`src/rtl/mm_result_drain_pkg.sv`:
```
// Shared definitions for the matmul result drain: default geometry, drain FSM states
// and counter-width helpers.
package mm_result_drain_pkg;

  localparam int unsigned DRAIN_LANES      = 2;
  localparam int unsigned DRAIN_LANE_WIDTH = 64;
  localparam int unsigned DRAIN_WORD_WIDTH = 16;
  localparam int unsigned WORDS_PER_LANE   = DRAIN_LANE_WIDTH / DRAIN_WORD_WIDTH;

  typedef enum logic {
    IDLE  = 1'b0,
    DRAIN = 1'b1
  } drain_state_t;

  // Counters are always at least one bit wide, even for a single lane or word.
  function automatic int unsigned lane_cnt_w(input int unsigned lanes);
    return (lanes > 1) ? $clog2(lanes) : 1;
  endfunction

  function automatic int unsigned word_cnt_w(input int unsigned lane_width,
                                             input int unsigned word_width);
    int unsigned words;
    words = lane_width / word_width;
    return (words > 1) ? $clog2(words) : 1;
  endfunction

endpackage

```
`src/rtl/mm_result_drain_if.sv`:
```
// Capture-side and stream-side signals of the result drain; slave is the drain's view,
// master the view of the producer/consumer environment.
interface mm_result_drain_if
  import mm_result_drain_pkg::*;
#(
  parameter int unsigned LANES      = DRAIN_LANES,
  parameter int unsigned LANE_WIDTH = DRAIN_LANE_WIDTH,
  parameter int unsigned WORD_WIDTH = DRAIN_WORD_WIDTH
) ();

  localparam int unsigned LANE_CW = lane_cnt_w(LANES);

  logic                  in_valid;
  logic [LANE_WIDTH-1:0] in_data [LANES];
  logic                  in_ready;
  logic                  out_valid;
  logic                  out_ready;
  logic [WORD_WIDTH-1:0] out_data;
  logic [LANE_CW-1:0]    out_lane;
  logic                  out_last;
  logic                  block_done;
  logic                  overflow;

  modport slave (
    input  in_valid, in_data, out_ready,
    output in_ready, out_valid, out_data, out_lane, out_last, block_done, overflow
  );

  modport master (
    output in_valid, in_data, out_ready,
    input  in_ready, out_valid, out_data, out_lane, out_last, block_done, overflow
  );

endinterface

```
`src/rtl/mm_drain_bank.sv`:
```
// One ping-pong bank: captures a whole result block in one cycle and exposes a
// word-select read mux over it.
module mm_drain_bank
  import mm_result_drain_pkg::*;
#(
  parameter int unsigned LANES      = DRAIN_LANES,
  parameter int unsigned LANE_WIDTH = DRAIN_LANE_WIDTH,
  parameter int unsigned WORD_WIDTH = DRAIN_WORD_WIDTH,
  localparam int unsigned LANE_CW   = lane_cnt_w(LANES),
  localparam int unsigned WORD_CW   = word_cnt_w(LANE_WIDTH, WORD_WIDTH)
) (
  input  logic                  clk_i,
  input  logic                  we_i,
  input  logic [LANE_WIDTH-1:0] wdata_i [LANES],
  input  logic [LANE_CW-1:0]    lane_sel_i,
  input  logic [WORD_CW-1:0]    word_sel_i,
  output logic [WORD_WIDTH-1:0] rd_word_c_o
);

  logic [LANE_WIDTH-1:0] mem_q [LANES];

  // Data storage carries no reset; validity lives in the owner's full flags.
  always_ff @(posedge clk_i) begin
    if (we_i) begin
      mem_q <= wdata_i;
    end
  end

  always_comb begin
    rd_word_c_o = mem_q[lane_sel_i][32'(word_sel_i) * WORD_WIDTH +: WORD_WIDTH];
  end

endmodule

```
`src/rtl/mm_result_drain.sv`:
```
// Result drain: captures matmul output blocks into a two-bank ping-pong store and
// streams them out word by word, LSB word and lane 0 first.
module mm_result_drain
  import mm_result_drain_pkg::*;
#(
  parameter int unsigned LANES      = DRAIN_LANES,
  parameter int unsigned LANE_WIDTH = DRAIN_LANE_WIDTH,
  parameter int unsigned WORD_WIDTH = DRAIN_WORD_WIDTH
) (
  input logic              clk,
  input logic              rst,
  mm_result_drain_if.slave bus
);

  localparam int unsigned WPL     = LANE_WIDTH / WORD_WIDTH;
  localparam int unsigned LANE_CW = lane_cnt_w(LANES);
  localparam int unsigned WORD_CW = word_cnt_w(LANE_WIDTH, WORD_WIDTH);
  localparam logic [LANE_CW-1:0] LANE_MAX = LANE_CW'(LANES - 1);
  localparam logic [WORD_CW-1:0] WORD_MAX = WORD_CW'(WPL - 1);

  if ((LANE_WIDTH % WORD_WIDTH) != 0) begin : g_bad_word_width
    $error("mm_result_drain: LANE_WIDTH must be an integer multiple of WORD_WIDTH");
  end

  drain_state_t       state_q, state_d;
  logic [1:0]         full_q, full_d;
  logic               wr_sel_q, wr_sel_d;
  logic               rd_sel_q, rd_sel_d;
  logic [WORD_CW-1:0] word_cnt_q, word_cnt_d;
  logic [LANE_CW-1:0] lane_cnt_q, lane_cnt_d;
  logic               overflow_q, overflow_d;
  logic               block_done_q, block_done_d;

  logic                  cap_c, drop_c, hs_c, last_c, in_ready_c;
  logic [1:0]            bank_we_c;
  logic [WORD_WIDTH-1:0] rd_word_c [2];

  // Readiness comes only from registered flags, so a bank freed this cycle is not reusable yet.
  assign in_ready_c = ~&full_q;
  assign cap_c      = bus.in_valid && in_ready_c;
  assign drop_c     = bus.in_valid && !in_ready_c;
  assign hs_c       = (state_q == DRAIN) && bus.out_ready;
  assign last_c     = (lane_cnt_q == LANE_MAX) && (word_cnt_q == WORD_MAX);

  for (genvar b = 0; b < 2; b++) begin : g_bank
    assign bank_we_c[b] = cap_c && (wr_sel_q == 1'(b));

    mm_drain_bank #(
      .LANES      (LANES),
      .LANE_WIDTH (LANE_WIDTH),
      .WORD_WIDTH (WORD_WIDTH)
    ) u_bank (
      .clk_i       (clk),
      .we_i        (bank_we_c[b]),
      .wdata_i     (bus.in_data),
      .lane_sel_i  (lane_cnt_q),
      .word_sel_i  (word_cnt_q),
      .rd_word_c_o (rd_word_c[b])
    );
  end

  always_ff @(posedge clk) begin
    if (rst) begin
      state_q      <= IDLE;
      full_q       <= '0;
      wr_sel_q     <= 1'b0;
      rd_sel_q     <= 1'b0;
      word_cnt_q   <= '0;
      lane_cnt_q   <= '0;
      overflow_q   <= 1'b0;
      block_done_q <= 1'b0;
    end else begin
      state_q      <= state_d;
      full_q       <= full_d;
      wr_sel_q     <= wr_sel_d;
      rd_sel_q     <= rd_sel_d;
      word_cnt_q   <= word_cnt_d;
      lane_cnt_q   <= lane_cnt_d;
      overflow_q   <= overflow_d;
      block_done_q <= block_done_d;
    end
  end

  always_comb begin
    state_d      = state_q;
    full_d       = full_q;
    wr_sel_d     = wr_sel_q;
    rd_sel_d     = rd_sel_q;
    word_cnt_d   = word_cnt_q;
    lane_cnt_d   = lane_cnt_q;
    overflow_d   = overflow_q || drop_c;
    block_done_d = 1'b0;

    if (cap_c) begin
      full_d[wr_sel_q] = 1'b1;
      wr_sel_d         = ~wr_sel_q;
    end

    if (hs_c) begin
      if (last_c) begin
        full_d[rd_sel_q] = 1'b0;
        rd_sel_d         = ~rd_sel_q;
        word_cnt_d       = '0;
        lane_cnt_d       = '0;
        block_done_d     = 1'b1;
      end else if (word_cnt_q == WORD_MAX) begin
        word_cnt_d = '0;
        lane_cnt_d = lane_cnt_q + LANE_CW'(1);
      end else begin
        word_cnt_d = word_cnt_q + WORD_CW'(1);
      end
    end

    // Looking at next-cycle fullness gives capture+1 latency and no bubble between blocks.
    unique case (state_q)
      IDLE: begin
        if (full_d[rd_sel_q]) state_d = DRAIN;
      end
      DRAIN: begin
        if (hs_c && last_c) state_d = full_d[~rd_sel_q] ? DRAIN : IDLE;
      end
      default: state_d = IDLE;
    endcase
  end

  assign bus.in_ready   = in_ready_c;
  assign bus.out_valid  = (state_q == DRAIN);
  assign bus.out_data   = (state_q == DRAIN) ? rd_word_c[rd_sel_q] : '0;
  assign bus.out_lane   = lane_cnt_q;
  assign bus.out_last   = (state_q == DRAIN) && last_c;
  assign bus.block_done = block_done_q;
  assign bus.overflow   = overflow_q;

endmodule
```
`src/flat_wrapper.sv`:
```
// flat-port wrapper written by rule: the top's interface ports become plain ports
module mm_result_drain_flat import mm_result_drain_pkg::*;
#(
  parameter int unsigned LANES      = DRAIN_LANES,
  parameter int unsigned LANE_WIDTH = DRAIN_LANE_WIDTH,
  parameter int unsigned WORD_WIDTH = DRAIN_WORD_WIDTH
)
  (clk, rst, bus_in_valid, bus_in_data, bus_out_ready, bus_in_ready, bus_out_valid, bus_out_data, bus_out_lane, bus_out_last, bus_block_done, bus_overflow);
  mm_result_drain_if #(.LANES(LANES), .LANE_WIDTH(LANE_WIDTH), .WORD_WIDTH(WORD_WIDTH)) bus_i ();
  input logic clk;
  input logic rst;
  input wire logic [$bits(bus_i.in_valid)-1:0] bus_in_valid;
  input wire logic [$bits(bus_i.in_data)-1:0] bus_in_data;
  input wire logic [$bits(bus_i.out_ready)-1:0] bus_out_ready;
  output wire logic [$bits(bus_i.in_ready)-1:0] bus_in_ready;
  output wire logic [$bits(bus_i.out_valid)-1:0] bus_out_valid;
  output wire logic [$bits(bus_i.out_data)-1:0] bus_out_data;
  output wire logic [$bits(bus_i.out_lane)-1:0] bus_out_lane;
  output wire logic [$bits(bus_i.out_last)-1:0] bus_out_last;
  output wire logic [$bits(bus_i.block_done)-1:0] bus_block_done;
  output wire logic [$bits(bus_i.overflow)-1:0] bus_overflow;
  assign bus_i.in_valid = bus_in_valid;
  assign bus_i.in_data = {>>{bus_in_data}};
  assign bus_i.out_ready = bus_out_ready;
  assign bus_in_ready = bus_i.in_ready;
  assign bus_out_valid = bus_i.out_valid;
  assign bus_out_data = bus_i.out_data;
  assign bus_out_lane = bus_i.out_lane;
  assign bus_out_last = bus_i.out_last;
  assign bus_block_done = bus_i.block_done;
  assign bus_overflow = bus_i.overflow;
  mm_result_drain #(.LANES(LANES), .LANE_WIDTH(LANE_WIDTH), .WORD_WIDTH(WORD_WIDTH)) u_core (.clk(clk), .rst(rst), .bus(bus_i));
endmodule
```
`config.mk`:
```
export PLATFORM = sky130hd
export DESIGN_NAME = mm_result_drain_flat
export DESIGN_NICKNAME = d
export VERILOG_FILES = /design/src/rtl/mm_result_drain_pkg.sv /design/src/rtl/mm_result_drain_if.sv /design/src/rtl/mm_drain_bank.sv /design/src/rtl/mm_result_drain.sv /design/src/flat_wrapper.sv
export SDC_FILE = /design/constraint.sdc
export NUM_CORES = 1
export LEC_CHECK = 0
export BUFFER_PORTS_ARGS = -buffer_cell sky130_fd_sc_hd__buf_2
export CORE_UTILIZATION = 57
export CTS_CLUSTER_SIZE = 14
export DETAILED_ROUTE_END_ITERATION = 12
export PLACE_DENSITY = 0.91
export SYNTH_ARGS = -nofsm -noshare
export SYNTH_HDL_FRONTEND = slang
export SYNTH_SLANG_ARGS = --single-unit
```
`constraint.sdc`:
```
create_clock -name clk -period 8.8 [get_ports clk]
set_input_delay 0.88 -clock clk [delete_from_list [all_inputs] [get_ports clk]]
set_output_delay 0.88 -clock clk [all_outputs]
set_load 0.05 [all_outputs]
```
* After elaboration in Yosys (flattened, before gate mapping)
Cells that the tools add are included.
** Operators by class
- Add/subtract/negate cells :: 2
- Magnitude comparators :: 7
- Eq/ne operators :: 1
- Shift-type cells :: 2
- Mux-type cells :: 30
- Bitwise gates (word level) :: 9
- Reductions and logical operators :: 17
** Operator list (count)
- $mux W64 :: 6
- $shiftx A64 B7 Y16 :: 2
- $mux W16 :: 4
- $mux W1 :: 12
- $logic_and A1 B1 Y1 :: 10
- $mux W2 :: 5
- $lt A1 B2 Y1 const B :: 3
- $reduce_and A2 Y1 :: 3
- $ge A2 B2 Y1 const B :: 2
- $not A1 Y1 :: 4
- $not A1 Y2 :: 2
- $add A2 B1 Y2 const B :: 1
- $and A2 B2 Y2 :: 1
- $demux W1 S1 :: 2
- $eq A2 B2 Y1 const B :: 1
- $ge A1 B1 Y1 const B :: 2
- $not A2 Y2 :: 1
- $or A2 B2 Y2 :: 1
- $pmux W1 S2 :: 1
- $reduce_bool A2 Y1 :: 1
- $reduce_or A2 Y1 :: 1
- $add A1 B1 Y1 const B :: 1
- $logic_not A1 Y1 :: 1
- $logic_or A1 B1 Y1 :: 1
** Storage, ports and cells
- Register bits :: 266
- Input port bits :: 132
- Logic and storage cells :: 80

* Logic depth before layout (Yosys ltp)
- Depth after elaboration :: 14
- Depth in mapped cells :: 7
- Mapped depth without buffers :: 5

* By module
A second synthesis with hierarchy kept.
** Unflattened totals
- Cell total of the unflattened synthesis :: 457
- Area, all modules :: 10563.9 µm²
** Modules (own cells, without submodules)
- mm_drain_bank :: instances 2, cells each 185, area an instance 4914.7 µm², sequential area each 3843.7 µm²
- mm_result_drain :: instances 1, cells each 87, area an instance 734.5 µm², sequential area each 200.2 µm²

* Least setup slack after synthesis
OpenSTA, ideal clock, no wires.
- Path type :: input to register
- From :: input port bus_in_valid
- To :: register u_core.g_bank[0].u_bank.mem_q[0] (netlist bit), enable pin
- Setup time :: 0.617 ns
- Arrival time :: 6.306 ns
- Required time :: 8.183 ns
- Slack :: 1.876 ns
- Stages :: 2
- Path buffers :: 0
- Path through :: nand2_1 -> nor2_1
** Between the ends
- Cells in the longest elaborated chain, start to end :: 2
** Ends and longest elaborated chain
- start: declaration :: RTL line flat_wrapper.sv:12 : input wire logic [$bits(bus_i.in_valid)-1:0] bus_in_valid;
- $logic_and A1 B1 Y1 :: RTL line mm_result_drain.sv:40 : assign cap_c = bus.in_valid && in_ready_c;
- $logic_and A1 B1 Y1 :: RTL line mm_result_drain.sv:46 : assign bank_we_c[b] = cap_c && (wr_sel_q == 1'(b));
- via u_core.g_bank[0].u_bank.we_i :: RTL line mm_drain_bank.sv:13 : input logic we_i,
- end signal: assignment :: RTL line mm_drain_bank.sv:25 : mem_q <= wdata_i;
- end: declaration :: RTL line mm_drain_bank.sv:20 : logic [LANE_WIDTH-1:0] mem_q [LANES];
The timed path passes the listed nets, and every way through them passes these cells.
A chain may end at the register's enable or synchronous reset.

* Final worst setup path
- From :: register u_core.lane_cnt_q (netlist: u_core.bus.out_lane)
- To :: output port bus_out_data[8]
** Between the ends
- Cells in the longest elaborated chain, start to end :: 9
- Elaborated cells on any way between the ends :: 13
- Those cells by class :: 2 x shift; 10 x mux; 1 x bitwise
** Ends and longest elaborated chain
- start: declaration :: RTL line mm_result_drain.sv:30 : logic [LANE_CW-1:0] lane_cnt_q, lane_cnt_d;
- start signal: assignment :: RTL line mm_result_drain.sv:78 : lane_cnt_q <= lane_cnt_d;
- $not A1 Y2 (implied by the code) (*) :: RTL line mm_drain_bank.sv:30 : rd_word_c_o = mem_q[lane_sel_i][32'(word_sel_i) * WORD_WIDTH +: WORD_WIDTH];
- $mux W64 (implied by the code) (3 in a row) :: RTL line mm_drain_bank.sv:30
- $shiftx A64 B7 Y16 :: RTL line mm_drain_bank.sv:30
- $mux W16 (implied by the code) (*) (3 in a row) :: RTL line mm_result_drain.sv:128 : assign bus.out_data = (state_q == DRAIN) ? rd_word_c[rd_sel_q] : '0;
- $mux W16 (*) :: RTL line mm_result_drain.sv:128
- end: declaration :: RTL line flat_wrapper.sv:17 : output wire logic [$bits(bus_i.out_data)-1:0] bus_out_data;
Mark *: on every way between the ends. The rest lies on a longest branch, timed or not. The select of a mux whose other input is x is not followed.

==> impl_metrics.json <==
{
  "reg2reg_from": "u_core.full_q[0]",
  "worst-slew-pin-transition_ns": 1.22,
  "htree_num_levels": 1,
  "synth-seq-area-share_pct": 76.6,
  "num_vias": 5583,
  "die_w_um": 136,
  "overall_die_area_um2": 18600,
  "post_cts_buffers": 0,
  "ctsHoldBuffers": 0,
  "first_global_vias": 5820,
  "setup-violations-final": 0,
  "drive_gt1_share_pct": 32.4,
  "place.port_buffers": 153,
  "wire_per_inst_um": 22.7,
  "stdcell_count": 941,
  "timing.critical_path.to_type": "output port",
  "area_delta_synth_final_pct": 17.0,
  "vias_per_cell": 5.93,
  "power_total_w": 0.00278,
  "antenna_violating_nets_post_route": 0,
  "clk_path_buf_depth": 3,
  "root_buffer": "sky130_fd_sc_hd__clkbuf_16",
  "detail_route.drc_violations": 0,
  "finalWorstPathRequiredPeriod_ns": 4.44,
  "critPathMaxFanout": 55,
  "max_cap_violations": 0,
  "status": "finished clean",
  "pd_cells_nw_per_um2": 231,
  "maximum_achievable_frequency_mhz": 225,
  "cts_resized": 0,
  "io-pin-count": 154,
  "numCtsBuffers": 25,
  "initial_core_util_pct": 58.9,
  "mostFrequentLayoutCell": "sky130_fd_sc_hd__edfxtp_1",
  "finalWirelength_mm": 21.4,
  "dpl.cell_count": 892,
  "syn-cell-area_um2": 10300,
  "stdcell_area_um2": 12000,
  "layout.area.seq_um2": 7890,
  "worst_ep_arrival_time_ns": 3.56,
  "max_stage_delay_ns": 0.92,
  "layout_common_cells": "sky130_fd_sc_hd__edfxtp_1, sky130_fd_sc_hd__buf_2, sky130_fd_sc_hd__mux2i_1, sky130_fd_sc_hd__nand2_1, sky130_fd_sc_hd__mux4_2",
  "postSynth.topFlopCell": "sky130_fd_sc_hd__edfxtp_1",
  "core_region_area_um2": 17500,
  "synthDominantCellAreaShare_pct": 74.7,
  "synth.net_count": 672,
  "pins_over_their_slew_limit": 0,
  "gp_routability_congestion": 0.774,
  "die_height_um": 136,
  "crit_type": "reg -> out",
  "min_path_cells": 2,
  "syn_avg_cell_area_um2": 19.1,
  "ys_seq_elements": 266,
  "path_delay_family": "buffers and inverters",
  "max_slew_margin_pct": 18.6,
  "destination_of_the_worst_register_to_register_timing_path": "u_core.g_bank[0].u_bank.mem_q[100]",
  "slowest_stage": "sky130_fd_sc_hd__dfxtp_4",
  "unrepaired_setup_endpoints_after_global_routing": "no",
  "worstPathCellList": "buf_4 -> mux4_2 -> o21ai_1 -> nand2_1 -> buf_2",
  "tritoncts_num_sinks": 266,
  "yosysWarningCount": 0,
  "number_of_enable_flip_flop_cells_after_synthesis": 256,
  "final_util_pct": 68.9,
  "timing.final.hold_violations": 0,
  "worst_hold_path.endpoint": "u_core.bus.overflow",
  "rows": 48,
  "crit_required_ns": 7.92,
  "total_leakage_power_nw": 4.14,
  "async_reset_ff_share_pct": 0,
  "gr-usage-all-layers_pct": 23.6,
  "summed_negative_setup_slack_over_all_endpoints_ns": 0,
  "layout_worst_path_cycle_share_pct": 50.5,
  "fillers": 1092,
  "place_hpwl_mm": 13.5,
  "synth.top_cells.by_area": "sky130_fd_sc_hd__edfxtp_1, sky130_fd_sc_hd__mux2i_1, sky130_fd_sc_hd__mux4_2",
  "maximum_number_of_pins_on_one_net_before_global_route_repair": 89,
  "irDropWorstVdd_mv": 0.206,
  "globalRouteOverflowTotal": 0,
  "detailed_place.area_um2": 11200,
  "fin_worst_skew_ns": 0.00659,
  "netlist.top_cell.by_area": "sky130_fd_sc_hd__edfxtp_1",
  "detail_route.iter0.violations": 519,
  "grt_pass1_wl_mm": 32.0,
  "regToRegSetupSlack_ns": 5.70,
  "min_path_type": "reg -> reg",
  "number_of_nets_in_the_final_layout": 828,
  "cts_tree": "done",
  "detail_route.first_pass.iterations": 4,
  "synth_cell_type_count": 36,
  "cp_num_buf_inv": 2,
  "synthCells": 538,
  "grt_antenna_before_repair": 8,
  "clk-insertion-delay-late_ns": 0.51,
  "category_of_the_worst_setup_path_launch_point": "register",
  "hp-start": "u_core.bus.overflow",
  "rr_worst_depth": 4,
  "multi_input_comb_area_um2": 2210,
  "clk_pin_slew_ns": 0.06
}
cell type report:
type | instances | share of cell area (%)
Antenna cell | 3 | 0.0623
Clock buffer | 36 | 5.87
Clock inverter | 10 | 1.06
Inverter | 1 | 0.0312
Multi-Input combinational cell | 240 | 18.3
Sequential cell | 266 | 65.5
Tap cell | 225 | 2.34
Timing Repair Buffer | 160 | 6.79
per-layer routing:
| metal | vias to the layer above | global-route usage, % | part of all wire, % |
|---|---|---|---|
| met5 | - | 0 | 0.26 |
| met2 | 256 | 40.3 | 51 |
| met4 | 8 | 10.2 | 3.7 |
| met3 | 57 | 5.29 | 7.4 |
| met1 | 2772 | 29.0 | 38 |
| li1 | 2490 | - | - |
metrics by stage:
step	setup slack, ns	hold slack, ns
after floorplan	1.88	0.482
after global routing	4.12	0.512
final	4.36	0.491
after detailed placement	4.81	0.476
after CTS	4.27	0.490
after global placement	4.84	0.445
worst reg2reg max path: stages, from the launching register on:
cell                      delay, ns
sky130_fd_sc_hd__dfxtp_1       0.35
sky130_fd_sc_hd__nand2_1       0.10
sky130_fd_sc_hd__nand2_1       0.18
sky130_fd_sc_hd__nor2_4        0.95
sky130_fd_sc_hd__buf_4         1.06
flip-flops by register name, summed over array words and instances, names as in the netlist:
signal / cells
u_core.rd_sel_q: 1
u_core.bus.out_valid: 1
u_core.bus.overflow: 1
u_core.bus.out_lane: 1
u_core.g_bank.u_bank.mem_q: 256
u_core.wr_sel_q: 1
u_core.word_cnt_q: 2
u_core.bus.block_done: 1
u_core.full_q: 2
logic make-up (layout without fill, tap and decap cells):
group,after synthesis,in the layout,synth area share [%]
flops,266,266,76.6
compound gates,59,59,4.08
buf+inv,32,207,2.14
xor+xnor,3,3,0.255
other cells,0,3,0
mux,100,100,13.3
simple gates,76,76,3.38
fa+ha+maj,2,2,0.243
where the power goes:
| group | internal [W] | total, W | switching (W) |
|---|---|---|---|
| Clock | 0.000646 | 0.00108 | 0.000433 |
| Combinational | 0.0000638 | 0.000194 | 0.000130 |
| Sequential | 0.00148 | 0.00151 | 0.0000235 |
| Total | 0.00219 | 0.00278 | 0.000587 |
cell usage after synthesis, drive strengths merged, types with 2 or more instances:
cell type	count
mux4	29
nand2b	11
xor2	2
nand3	12
edfxtp	256
ha	2
nor2b	4
mux2i	71
a22oi	17
a221oi	13
o2111ai	5
buf	21
dfxtp	10
a31oi	2
o21ai	17
nand2	31
nor2	13
nor3	2
clkbuf	10
how the worst max path moves through the flow:
stage | startpoint | to | slack [ns] | cells after the start
after floorplan | bus_in_valid | u_core.g_bank[0].u_bank.mem_q[0] | 1.88 | 2
after global placement | u_core.bus.out_lane | bus_out_data[8] | 4.84 | 5
after detailed placement | u_core.bus.out_lane | bus_out_data[8] | 4.81 | 5
after CTS | u_core.bus.out_lane | bus_out_data[8] | 4.27 | 5
after global routing | u_core.bus.out_lane | bus_out_data[8] | 4.12 | 5
final | u_core.bus.out_lane | bus_out_data[8] | 4.36 | 5
Note: power is estimated with default switching activity, not from simulation.
